File: config.mk
export PLATFORM = sky130hd
export DESIGN_NAME = div_sequencer
export DESIGN_NICKNAME = d
export VERILOG_FILES = /design/src/rtl/div_pkg.sv /design/src/rtl/div_complementer.sv /design/src/rtl/div_core_step.sv /design/src/rtl/div_sequencer.sv
export SDC_FILE = /design/constraint.sdc
export NUM_CORES = 1
export LEC_CHECK = 0
export ABC_CLOCK_PERIOD_IN_PS = 3290
export CAP_MARGIN = 0
export CORE_MARGIN = 2
export CORE_UTILIZATION = 52
export CTS_CLUSTER_SIZE = 40
export DETAILED_ROUTE_END_ITERATION = 7
export GPL_TIMING_DRIVEN = 0
export MAX_ROUTING_LAYER = met4
export PLACE_DENSITY = 0.73
export SLEW_MARGIN = 10
export SYNTH_ARGS = -nofsm -noshare
export SYNTH_HDL_FRONTEND = slang
export SYNTH_SLANG_ARGS = --single-unit
File: constraint.sdc
create_clock -name CLK -period 3.29 [get_ports CLK]
set_input_delay 0.658 -clock CLK [delete_from_list [all_inputs] [get_ports CLK]]
set_output_delay 0.658 -clock CLK [all_outputs]
set_load 0.01 [all_outputs]
File: src/rtl/div_pkg.sv
// Shared types and constants for the RV32M divide sequencer.
package div_pkg;

  localparam int XLEN_DEF  = 32;
  localparam int CNT_W_DEF = 6;

  typedef enum logic [2:0] {
    S_IDLE = 3'd0,
    S_PREP = 3'd1,
    S_ITER = 3'd2,
    S_FIX  = 3'd3,
    S_DONE = 3'd4
  } state_e;

  localparam logic [2:0] F3_DIV  = 3'b100;
  localparam logic [2:0] F3_DIVU = 3'b101;
  localparam logic [2:0] F3_REM  = 3'b110;
  localparam logic [2:0] F3_REMU = 3'b111;

  localparam logic [XLEN_DEF-1:0] OVF_DIVIDEND = 32'h8000_0000;
  localparam logic [XLEN_DEF-1:0] OVF_DIVISOR  = 32'hFFFF_FFFF;

  // Codes outside the M-extension divide group fall back to DIVU.
  function automatic logic [2:0] f3_norm(input logic [2:0] f3);
    logic [2:0] f_s;
    if (f3[2]) begin
      f_s = f3;
    end else begin
      f_s = F3_DIVU;
    end
    return f_s;
  endfunction

endpackage

File: src/rtl/div_complementer.sv
// Conditional two's complementer: passes the operand through or negates it.
module div_complementer #(
  parameter int W = 32
) (
  input  logic         sel_i,
  input  logic [W-1:0] a_i,
  output logic [W-1:0] y_o
);

  assign y_o = sel_i ? (~a_i + {{(W-1){1'b0}}, 1'b1}) : a_i;

endmodule

File: src/rtl/div_core_step.sv
// One combinational restoring-divide iteration (shift in quotient MSB, trial subtract).
module div_core_step #(
  parameter int XLEN = 32
) (
  input  logic [XLEN-1:0] rem_i,
  input  logic [XLEN-1:0] q_i,
  input  logic [XLEN-1:0] divisor_i,
  output logic [XLEN-1:0] rem_o,
  output logic [XLEN-1:0] q_o
);

  logic [XLEN:0] shifted_s;
  logic [XLEN:0] diff_s;

  // The shifted remainder keeps one extra bit so divisors with MSB set compare correctly.
  always_comb begin
    shifted_s = {rem_i, q_i[XLEN-1]};
    diff_s    = shifted_s - {1'b0, divisor_i};
    if (shifted_s >= {1'b0, divisor_i}) begin
      rem_o = diff_s[XLEN-1:0];
      q_o   = {q_i[XLEN-2:0], 1'b1};
    end else begin
      rem_o = shifted_s[XLEN-1:0];
      q_o   = {q_i[XLEN-2:0], 1'b0};
    end
  end

endmodule

File: src/rtl/div_sequencer.sv
// Multi-cycle RV32M DIV/DIVU/REM/REMU controller for the EX stage.
// Optional DIV_EARLY_OUT_EN skips the iterations when |dividend| < |divisor|.
module div_sequencer
  import div_pkg::*;
#(
  parameter int XLEN  = XLEN_DEF,
  parameter int CNT_W = CNT_W_DEF
) (
  input  logic            CLK,
  input  logic            RESET,
  input  logic            START,
  input  logic [2:0]      FUNCT3,
  input  logic [XLEN-1:0] DIVIDEND,
  input  logic [XLEN-1:0] DIVISOR,
  input  logic            FLUSH,
  output logic            BUSY,
  output logic            STALL,
  output logic            DONE,
  output logic [XLEN-1:0] RESULT
);

  state_e            state_q, state_d;
  logic [CNT_W-1:0]  cnt_q, cnt_d;
  logic [XLEN-1:0]   a_q, a_d;
  logic [XLEN-1:0]   b_q, b_d;
  logic [XLEN-1:0]   q_q, q_d;
  logic [XLEN-1:0]   rem_q, rem_d;
  logic [XLEN-1:0]   result_q, result_d;
  logic              op_rem_q, op_rem_d;
  logic              op_sgn_q, op_sgn_d;
  logic              qneg_q, qneg_d;
  logic              rneg_q, rneg_d;

  logic [2:0]        f3_in_s;
  logic              div0_s;
  logic              ovf_s;
  logic [XLEN-1:0]   a_mag_s;
  logic [XLEN-1:0]   b_mag_s;
  logic [XLEN-1:0]   q_fix_s;
  logic [XLEN-1:0]   r_fix_s;
  logic [XLEN-1:0]   step_rem_s;
  logic [XLEN-1:0]   step_q_s;

  assign f3_in_s = f3_norm(FUNCT3);
  assign div0_s  = (DIVISOR == {XLEN{1'b0}});
  assign ovf_s   = ~f3_in_s[0] && (DIVIDEND == OVF_DIVIDEND) && (DIVISOR == OVF_DIVISOR);

  div_complementer #(.W(XLEN)) u_cmp_a (
    .sel_i (op_sgn_q & a_q[XLEN-1]),
    .a_i   (a_q),
    .y_o   (a_mag_s)
  );

  div_complementer #(.W(XLEN)) u_cmp_b (
    .sel_i (op_sgn_q & b_q[XLEN-1]),
    .a_i   (b_q),
    .y_o   (b_mag_s)
  );

  div_complementer #(.W(XLEN)) u_cmp_q (
    .sel_i (qneg_q),
    .a_i   (q_q),
    .y_o   (q_fix_s)
  );

  div_complementer #(.W(XLEN)) u_cmp_r (
    .sel_i (rneg_q),
    .a_i   (rem_q),
    .y_o   (r_fix_s)
  );

  div_core_step #(.XLEN(XLEN)) u_step (
    .rem_i     (rem_q),
    .q_i       (q_q),
    .divisor_i (b_q),
    .rem_o     (step_rem_s),
    .q_o       (step_q_s)
  );

  // Next-state and datapath update; b_q holds the raw divisor until PREP, its magnitude after.
  always_comb begin
    state_d  = state_q;
    cnt_d    = cnt_q;
    a_d      = a_q;
    b_d      = b_q;
    q_d      = q_q;
    rem_d    = rem_q;
    result_d = result_q;
    op_rem_d = op_rem_q;
    op_sgn_d = op_sgn_q;
    qneg_d   = qneg_q;
    rneg_d   = rneg_q;
    case (state_q)
      S_IDLE: begin
        if (FLUSH) begin
          state_d = S_IDLE;
        end else if (START) begin
          a_d      = DIVIDEND;
          b_d      = DIVISOR;
          op_rem_d = f3_in_s[1];
          op_sgn_d = ~f3_in_s[0];
          if (div0_s) begin
            result_d = f3_in_s[1] ? DIVIDEND : {XLEN{1'b1}};
            state_d  = S_DONE;
          end else if (ovf_s) begin
            result_d = f3_in_s[1] ? {XLEN{1'b0}} : OVF_DIVIDEND;
            state_d  = S_DONE;
          end else begin
            state_d  = S_PREP;
          end
        end else begin
          state_d = S_IDLE;
        end
      end
      S_PREP: begin
        if (FLUSH) begin
          state_d = S_IDLE;
        end else begin
          qneg_d = op_sgn_q & (a_q[XLEN-1] ^ b_q[XLEN-1]);
          rneg_d = op_sgn_q & a_q[XLEN-1];
          b_d    = b_mag_s;
          cnt_d  = {CNT_W{1'b0}};
`ifdef DIV_EARLY_OUT_EN
          if (a_mag_s < b_mag_s) begin
            q_d     = {XLEN{1'b0}};
            rem_d   = a_mag_s;
            state_d = S_FIX;
          end else begin
            q_d     = a_mag_s;
            rem_d   = {XLEN{1'b0}};
            state_d = S_ITER;
          end
`else
          q_d     = a_mag_s;
          rem_d   = {XLEN{1'b0}};
          state_d = S_ITER;
`endif
        end
      end
      S_ITER: begin
        if (FLUSH) begin
          state_d = S_IDLE;
        end else begin
          rem_d = step_rem_s;
          q_d   = step_q_s;
          if (cnt_q == CNT_W'(XLEN - 1)) begin
            cnt_d   = {CNT_W{1'b0}};
            state_d = S_FIX;
          end else begin
            cnt_d   = cnt_q + {{(CNT_W-1){1'b0}}, 1'b1};
            state_d = S_ITER;
          end
        end
      end
      S_FIX: begin
        if (FLUSH) begin
          state_d = S_IDLE;
        end else begin
          result_d = op_rem_q ? r_fix_s : q_fix_s;
          state_d  = S_DONE;
        end
      end
      S_DONE: begin
        state_d = S_IDLE;
      end
      default: begin
        state_d = S_IDLE;
      end
    endcase
  end

  // State and datapath registers, cleared asynchronously.
  always_ff @(posedge CLK or negedge RESET) begin
    if (!RESET) begin
      state_q  <= S_IDLE;
      cnt_q    <= {CNT_W{1'b0}};
      a_q      <= {XLEN{1'b0}};
      b_q      <= {XLEN{1'b0}};
      q_q      <= {XLEN{1'b0}};
      rem_q    <= {XLEN{1'b0}};
      result_q <= {XLEN{1'b0}};
      op_rem_q <= 1'b0;
      op_sgn_q <= 1'b0;
      qneg_q   <= 1'b0;
      rneg_q   <= 1'b0;
    end else begin
      state_q  <= state_d;
      cnt_q    <= cnt_d;
      a_q      <= a_d;
      b_q      <= b_d;
      q_q      <= q_d;
      rem_q    <= rem_d;
      result_q <= result_d;
      op_rem_q <= op_rem_d;
      op_sgn_q <= op_sgn_d;
      qneg_q   <= qneg_d;
      rneg_q   <= rneg_d;
    end
  end

  assign BUSY   = (state_q != S_IDLE);
  assign DONE   = (state_q == S_DONE);
  assign STALL  = BUSY | (START & (state_q == S_IDLE));
  assign RESULT = result_q;

endmodule

# Word-level counts from Yosys, hierarchy flattened
# Cells that the tools add are included.
word_totals:
  word_cells: 96
  reg_bits: 173
  input_bits: 71
classes:
  n_eq_ne: 14
  order_cmp: 1
  reduce_logical: 13
  n_addsub: 6
  n_mux: 39
  n_bitwise: 12
ops:
  columns: ["cell", "n"]
  rows:
  - ["$mux W32", 20]
  - ["$pmux W32 S2", 4]
  - ["$add A32 B1 Y32 const B", 4]
  - ["$not A32 Y32", 4]
  - ["$eq A32 B32 Y1 const B", 2]
  - ["$ge A33 B32 Y1", 1]
  - ["$logic_not A32 Y1", 1]
  - ["$sub A32 B32 Y32", 1]
  - ["$mux W6", 3]
  - ["$mux W3", 5]
  - ["$pmux W3 S4", 1]
  - ["$pmux W6 S2", 1]
  - ["$ne A2 B2 Y1 const B", 5]
  - ["$reduce_and A5 Y1", 2]
  - ["$add A6 B1 Y6 const B", 1]
  - ["$eq A3 B2 Y1 const B", 2]
  - ["$eq A6 B5 Y1 const B", 1]
  - ["$mux W2", 3]
  - ["$reduce_and A3 Y1", 2]
  - ["$reduce_bool A2 Y1", 3]
  - ["$and A1 B1 Y1", 4]
  - ["$eq A3 B1 Y1 const B", 1]
  - ["$eq A3 B3 Y1 const B", 1]
  - ["$logic_not A3 Y1", 1]
  - ["other kinds (9)", 12]

# Depth between registers and ports, before layout
# Gate-level depths: netlist of run 1.
depth:
  word_depth: 9
  ltp_mapped: 13
  ltp_nobuf: 12

# Hierarchy
# A second synthesis of run 1 with hierarchy kept.
hier_totals:
  hier_cells: 1632
  area_unflattened_um2: 13985.9
by_module_without_submodules:
  columns: ["module", "n_inst", "cells_each", "seq_area_each_um2", "area_per_inst_um2"]
  rows:
  - ["div_sequencer", 1, 882, 4329.2, 8314.2]
  - ["div_complementer", 4, 99, 0.0, 777.0]
  - ["div_core_step", 1, 354, 0.0, 2563.7]

# Worst setup path after synthesis of run 1
# Ideal clock, no wire load.
synth_timing:
  kind: "flip-flop to flip-flop"
  from: "register b_q[8]"
  to: "register rem_q[13]"
  setup_slack_ns: 0.433
  synth_period_minus_slack_ns: 2.857
  arrival_ns: 2.723
  path_stages_with_launch: 13
  required_ns: 3.156
  path_cell_list: "dfrtp_1 > inv_1 > ha_1 > buf_2 > nand4_1 > nor4_1 > nand4_1 > o211ai_1 > a2111oi_0 > a21oi_1 > buf_2 > mux2i_1 > o21ai_0"
synth_via:
  elab_chain_len: 4
  word_cells_on_any_way: 5
synth_lines:
  columns: ["item", "line_no", "text"]
  rows:
  - ["from (decl)", "div_sequencer.sv:25", "logic [XLEN-1:0] b_q, b_d;"]
  - ["from (signal assigned)", "div_sequencer.sv:178", "b_q <= {XLEN{1'b0}};"]
  - ["$sub A32 B32 Y32 / $ge A33 B32 Y1 (equally long branches)", "div_core_step.sv:18, div_core_step.sv:19", null]
  - ["$mux W32 *", "div_core_step.sv:19", "if (shifted_s >= {1'b0, divisor_i}) begin"]
  - ["$mux W32 *", "div_sequencer.sv:141", "if (FLUSH) begin"]
  - ["$pmux W32 S2 *", "div_sequencer.sv:93", "case (state_q)"]
  - ["to (signal assigned)", "div_sequencer.sv:180", "rem_q <= {XLEN{1'b0}};"]
  - ["to (signal assigned)", "div_sequencer.sv:192", "rem_q <= rem_d;"]
  - ["to (decl)", "div_sequencer.sv:27", "logic [XLEN-1:0] rem_q, rem_d;"]
# Every way passes the cells marked *; elsewhere a longest branch is shown, timed or not. The select of a mux whose other input is x is not followed.
# A chain may end at the register's enable or synchronous reset.

# Worst setup path in the final report of run 1
layout_timing:
  from: "input port DIVIDEND[24]"
  to: "register result_q[0] (netlist: RESULT[0])"
layout_via:
  elab_chain_len: 5
layout_lines:
  columns: ["item", "line_no", "text"]
  rows:
  - ["from (decl)", "div_sequencer.sv:13", "input logic [XLEN-1:0] DIVIDEND,"]
  - ["$eq A32 B32 Y1", "div_sequencer.sv:46", "assign ovf_s = ~f3_in_s[0] && (DIVIDEND == OVF_DIVIDEND) && (DIVISOR == OVF_DIVISOR);"]
  - ["$logic_and A1 B1 Y1 (2 in a row)", "div_sequencer.sv:46", null]
  - ["$ne A3 B3 Y1 (no line)", null, null]
  - ["$reduce_and A5 Y1 (no line)", null, null]
  - ["to (signal assigned)", "div_sequencer.sv:181", "result_q <= {XLEN{1'b0}};"]
  - ["to (signal assigned)", "div_sequencer.sv:193", "result_q <= result_d;"]
  - ["to (decl)", "div_sequencer.sv:28", "logic [XLEN-1:0] result_q, result_d;"]
# Every way passes these cells.

==> flow_summary.toml, run 1 <==
[outcome]
status = "finished, final reports clean"

[grt]
grt_max_degree = 104
grt_pass1_wl_mm = 69.61
grt_usage_pct = 37.70
overflow = 0
grt_pass1_vias = 12270
antenna_found_initial = 1

[worst_setup_path]
critical_path_class = "primary input to register"
crit_path_start_kind = "primary input"
required_ns = 3.65
crit_path_frequent_cell = "a31oi_1"
crit_slowest_cell = "clkdlybuf4s50_1"
critical_path_arrival_ns = 3.60
r2r.worst_path.cells = 10
cp_max_fo = 10
reg2reg_slack_ns = 0.13
cpPeakStageDelay_ns = 0.50
timing.rr.start = "q_q[0]"
end_kind = "register"
crit_chain = "clkdlybuf4s50_1, nor4_4, nand4_1, nor4_1, a41o_1, a31oi_1, or3_4, inv_2, clkbuf_4, nor2_1, a31oi_1"
regToRegEndpoint = "RESULT[18]"

[timing]
period_share_pct = 98.32
finalSetupViolations = 0
worstMarginPinSlew_ns = 0.9875
fin_worst_skew_ns = 0.01829
period_minus_slack_ns = 3.235
slew_headroom_pct = 33.93
slew_viol_final = 0
hold_violations = 0
clock.fmax_mhz = 309.1

[logic_synthesis]
ys.flop_type = "dfrtp_1"
yosysWarnings = 0
yosysUniqueCellTypes = 73
synth-seq-cells = 173
syn_nets = 1681
synth_cells = 1572
synth_area_um2 = 12330
synth_edf_count = 0
ys_seq_area_share_pct = 35.12
syn_area_per_cell_um2 = 7.841
postSynth.asyncResetShare_pct = 100.0

[flow_run]
maxCapViolations = 0

[detailed_routing]
wl_per_cell_um = 22.17
viasPerCell = 6.352
drc_errors = 0
vias = 12890
ant_nets = 0
drt_first_pass_iters = 6
drt_iter0_markers = 1512
totalWireLength_mm = 44.97

[cells_and_area]
drive_above_1_share_pct = 5.094
stdcell_area_um2 = 14580
fin_cells = 2029
final_common_cell = "nand2_1"
fin_nets = 1805
layout_common_cells = "nand2_1, dfrtp_1, o21ai_0"
fill_cells = 2172
area_growth_pct = 18.24

[worst_hold_path]
hp-class = "primary input to asynchronous set/reset pin"

[cts]
clk_latency_ns = 0.45
cts_buffers = 17
clkTransAtPathRegs_ns = 0.07
cts_hold_buf = 0
cts_max_level = 4
ctsLongestPathBuffers = 2
cts_tree = "done"
cts.sinks = 173
cts_root_buf = "clkbuf_16"

[floorplan]
fp.coreArea_um2 = 23400
die_area_um2 = 24950
io_pins = 106
die_y_um = 158.0
start_util_pct = 52.67
die_width_um = 158.0
rows = 56

[placement]
portBuffers = 105
hpwl_mm = 34.19
place_area_um2 = 13810
dpl.cell_count = 1997
place.gp.congestion = 0.9609

[power]
ir_drop_uv = 302.9
power_density_nw_per_um2 = 585.7
leakage_uw = 0.006067
-- cells by family after synthesis --
kind of cell / synth area share [%]
multiplexers: 1.786
flip-flops: 35.12
XOR/XNOR: 7.603
AO/OA/AOI/OAI: 24.35
adder cells (fa/ha/maj): 3.918
buffers and inverters: 4.578
AND/OR/NAND/NOR: 22.65
-- state kept, by name, indices dropped and copies added (netlist names) --
name and cells:
b_q 32, op_rem_q 1, op_sgn_q 1, state_q 3, qneg_q 1, rneg_q 1
rem_q 32, q_q 32, RESULT 32, cnt_q 6, a_q 32
-- report_power, final --
part	switching [µW]	internal (µW)
sequential	618	2610
clock	961	1140
combinational	1910	1300
-- Yosys cell counts, types with 17 or more instances --
| master | n | area [µm²] |
|---|---|---|
| ha_1 | 37 | 462.9 |
| dfrtp_1 | 173 | 4329 |
| nor4_1 | 30 | 187.7 |
| o31ai_1 | 17 | 127.6 |
| o22ai_1 | 23 | 143.9 |
| xor2_1 | 42 | 367.9 |
| a31oi_1 | 35 | 219.0 |
| o21ai_0 | 155 | 775.7 |
| nand2_1 | 273 | 1025 |
| o221ai_1 | 18 | 157.7 |
| o211ai_1 | 21 | 157.7 |
| nand4_1 | 20 | 125.1 |
| xnor2_1 | 65 | 569.3 |
| a21oi_1 | 115 | 575.6 |
| inv_1 | 56 | 210.2 |
| mux2i_1 | 22 | 220.2 |
| or3_1 | 20 | 125.1 |
| nor3_1 | 39 | 195.2 |
| clkbuf_1 | 82 | 307.8 |
| nor2_1 | 122 | 457.9 |
| nand3_1 | 23 | 115.1 |
-- cell type report --
class	instances	area [µm²]	share of cell area (%)
antenna	2	5.005	0.03434
buffer	87	354.1	2.429
clock buffer	18	429.2	2.944
clock inverter	13	156.4	1.073
inverter	58	221.5	1.519
multi-input combinational	1250	7574	51.96
sequential	173	4330	29.71
tap	319	399.1	2.738
timing repair buffer	109	1106	7.589
-- through the flow --
step | setup TNS, ns | hold slack [ns] | power [µW] | worst slack [ns] | utilization [%]
final | 0 | 0.1465 | 8536 | 0.05525 | 62.28
after global routing | -0.02187 | 0.2198 | 9015 | -0.008838 | 62.27
after CTS | 0 | 0.2017 | 8441 | 0.009203 | 61.99
after detailed placement | -56.37 | 0.4564 | 6344 | -1.247 | 59.01
after global placement | -1055.35 | 0.4544 | 6279 | -5.796 | 58.87
after floorplan | 0 | 0.3624 | 5138 | 0.4330 | -
-- worst max-delay path by stage --
stage                             from         end  slack [ns]  depth (start not counted)
final                     DIVIDEND[24]   RESULT[0]        0.06                         11
after CTS                   DIVISOR[0]  RESULT[22]       0.009                          9
after global placement           RESET   rem_q[31]       -5.80                          1
after global routing            b_q[8]   rem_q[29]      -0.009                         14
after detailed placement  DIVIDEND[24]  RESULT[11]       -1.25                         12
after floorplan                 b_q[8]   rem_q[13]        0.43                         12
-- per-layer routing --
metal / track usage (%) / wire length (µm) / vias to the layer above
li1: - / - / 5926
met1: 47.00 / 18280 / 6208
met2: 61.97 / 21510 / 641
met3: 5.776 / 3256 / 113
met4: 14.54 / 1933 / 0
met5: - / 0 / -
-- critical path, delay by kind of cell --
family	cells	cell delay [ns]
and+or+nand+nor	5	1.54
AOI/OAI and AO/OA	3	0.53
buffers and inverters	3	0.86
-- repair_timing --
action | CTS | global route
endpoints found under the setup margin | 64 | 73
pin swaps | 2 | 5
buffers inserted | 3 | 0
resized for setup | 21 | 22
Power figures use the tool's default switching activity.
==> run 2, diff against run 1 <==
--- a/config.mk
+++ b/config.mk
@@ -5,7 +5,7 @@
 export SDC_FILE = /design/constraint.sdc
 export NUM_CORES = 1
 export LEC_CHECK = 0
-export ABC_CLOCK_PERIOD_IN_PS = 3290
+export ABC_CLOCK_PERIOD_IN_PS = 3200
 export CAP_MARGIN = 0
 export CORE_MARGIN = 2
 export CORE_UTILIZATION = 52
@@ -13,8 +13,9 @@
 export DETAILED_ROUTE_END_ITERATION = 7
 export GPL_TIMING_DRIVEN = 0
 export MAX_ROUTING_LAYER = met4
-export PLACE_DENSITY = 0.73
+export PLACE_DENSITY = 0.72
 export SLEW_MARGIN = 10
 export SYNTH_ARGS = -nofsm -noshare
 export SYNTH_HDL_FRONTEND = slang
+export SYNTH_HIERARCHICAL = 1
 export SYNTH_SLANG_ARGS = --single-unit
==> constraint.sdc (replaced) <==
create_clock -name CLK -period 3.2 [get_ports CLK]
set_input_delay 0.64 -clock CLK [delete_from_list [all_inputs] [get_ports CLK]]
set_output_delay 0.64 -clock CLK [all_outputs]
set_load 0.01 [all_outputs]
==> run 2 against run 1 <==
Against the previous run: core utilization increased by 0.24 points; register-to-register slack worse by 0.08 ns; routed wire length is 2.1% lower; synthesized cell count up 3.8%; non-clock buffer count increased by 63; final cell count grew 5.4%; clock-buffer cell count shrank 1; critical path depth down 4; sequential share of layout area is 3.5 points lower; sequential power up 7.7%; clock skew fell by 0.0060 ns; largest cell class unchanged; largest power group is now combinational logic.
==> flow_summary.toml, run 2 <==
[outcome]
status = "finished, final reports clean"

[logic_synthesis]
postSynth.asyncResetShare_pct = 100.0
yosysWarnings = 6
synth_area_leader_cell = "dfrtp_1"
synth.most_common_cell = "nand2_1"
synthTopCellsByCount = "nand2_1, dfrtp_1, xnor2_1"
synth_area_um2 = 13990
synth_cells = 1632
ys.flop_type = "dfrtp_1"
syn_area_per_cell_um2 = 8.570
synth-seq-cells = 173
syn_nets = 1741
ys_seq_area_share_pct = 30.95
synth_edf_count = 0
yosysTopAreaCellShare_pct = 30.95
yosysUniqueCellTypes = 71
yosys-top-cells-area = "dfrtp_1, xnor2_1, nand2_1"

[worst_setup_path]
reg2reg_slack_ns = 0.05
cp_max_fo = 10
end_kind = "register"
critical_path_class = "primary input to register"
required_ns = 3.53
crit_path_start_kind = "primary input"
r2r.worst_path.cells = 13
critical_path_arrival_ns = 3.52

[power]
cell_internal_pwr_uw = 5660
power_uw = 9511
switching_share_pct = 40.49
ir_drop_uv = 299.1
p_clk_share_pct = 23.6
switchingPower_uw = 3851
seq_power_share_pct = 36.6
power_density_nw_per_um2 = 570.8
leakage_uw = 0.007011
pwr-share-comb_pct = 39.8

[cells_and_area]
regArea_um2 = 4365
multi_input_area_um2 = 9011
fill_cells = 2265
fin_cells = 2138
fin_nets = 1893
area_growth_pct = 19.14
num_antenna_cells = 0
final_common_cell = "nand2_1"
final_util_pct = 62.52
drive_above_1_share_pct = 15.97
layout_common_cells = "nand2_1, dfrtp_1, xnor2_1"

[detailed_routing]
viasPerCell = 6.135
vias = 13120
totalWireLength_mm = 44.05
drc_errors = 0
ant_nets = 0
drt_first_pass_iters = 5
wl_per_cell_um = 20.60
drt_iter0_markers = 1392

[flow_run]
maxCapViolations = 0

[floorplan]
die_y_um = 168
die_width_um = 168
start_util_pct = 52.48
io_pins = 106
fp.coreArea_um2 = 26650
rows = 60
die_area_um2 = 28220

[cts]
cts_max_level = 4
clk_latency_ns = 0.45
cts_tree = "done"
clkTransAtPathRegs_ns = 0.08
cts_root_buf = "clkbuf_16"
cts_buffers = 17
ctsLongestPathBuffers = 2
cts.sinks = 173

[worst_hold_path]
hp-class = "primary input to asynchronous set/reset pin"

[grt]
antenna_found_initial = 0
grt_usage_pct = 32.27
grt_pass1_wl_mm = 69.52
grt_pass1_vias = 12360
overflow = 0
grt_max_degree = 99

[placement]
place.gp.congestion = 0.9417
dpl.cell_count = 2080
hpwl_mm = 33.04
portBuffers = 105

[timing]
hold_ws_ns = 0.1694
fin_worst_skew_ns = 0.01225
clock.fmax_mhz = 313.2
slew_viol_final = 0
slew_headroom_pct = 47.29
hold_violations = 0
worstMarginPinSlew_ns = 0.7889
tns_ns = 0
rsz0062_at_grt = "true"
period_minus_slack_ns = 3.193
finalSetupViolations = 0
period_share_pct = 99.78
run 2: path summary, 6_finish.rpt:
path	end	from
setup / recovery	RESULT[23]	DIVIDEND[29]
hold / removal	q_q[15]	RESET
setup reg to reg	rem_q[30]	q_q[31]
hold reg to reg	cnt_q[2]	cnt_q[2]
max in group asynchronous	b_q[0]	RESET
min in group CLK	cnt_q[2]	cnt_q[2]
run 2: per-layer routing:
layer	routed length, µm	up-vias	part of all wire, %	track usage [%]
met5	0	-	0	-
met4	1050	0	2.4	7.788
met3	3474	75	7.9	4.255
met2	19140	575	43	48.13
met1	20380	6339	46	46.69
li1	-	6127	-	-
run 2: stage by stage:
stage,instance area (µm²),setup WS [ns]
after CTS,16280,0.002182
after global placement,15460,-6.017
after detailed placement,15510,-0.4513
after floorplan,13990,0.01212
after global routing,16660,-0.06001
final,16660,0.007192
run 2: power by group through the flow:
stage	Sequential, µW	Combinational [µW]	Clock [µW]
6_report	3480	3780	2240
5_1_grt	3560	4140	2340
3_3_place_gp	3510	3400	0
4_1_cts	3470	3560	2270
2_1_floorplan	3330	2500	0
3_5_place_dp	3530	3480	0
run 2: logic make-up after synthesis:
kind of cell    after synthesis  synth area share, %
fa+ha+maj                    38                3.453
mux                          98                8.588
simple gates                656                24.24
flops                       173                30.95
compound gates              340                17.44
buf+inv                     180                6.128
xor+xnor                    147                9.206
run 2: repair_timing:
item | CTS | global route
buffers inserted | 14 | 19
endpoints found under the setup margin | 30 | 60
endpoints found under the hold margin | 0 | 0
gates resized for setup | 26 | 47
hold buffers | 0 | 0
pin swaps | 8 | 9
gates cloned | 0 | 2
run 2: final cells by class:
| type | count | share of cell area [%] |
|---|---|---|
| Multi-Input combinational cell | 1279 | 54.08 |
| Buffer | 117 | 3.785 |
| Inverter | 54 | 1.232 |
| Clock buffer | 17 | 2.553 |
| Sequential cell | 173 | 26.20 |
| Tap cell | 341 | 2.561 |
| Timing Repair Buffer | 142 | 8.410 |
| Clock inverter | 15 | 1.179 |
run 2: critical path: stages:
cell,delay (ns)
clkdlybuf4s50_1,0.51
or4_1,0.67
or4_4,0.59
nor4b_4,0.30
a31oi_4,0.25
buf_6,0.25
mux2_4,0.30
==> run 3, diff against run 2 <==
--- a/config.mk
+++ b/config.mk
@@ -19,3 +19,4 @@
 export SYNTH_HDL_FRONTEND = slang
 export SYNTH_HIERARCHICAL = 1
 export SYNTH_SLANG_ARGS = --single-unit
+export TNS_END_PERCENT = 100
==> results of run 3 <==
No change in the layout: final DEF, timing and power equal those of run 2.
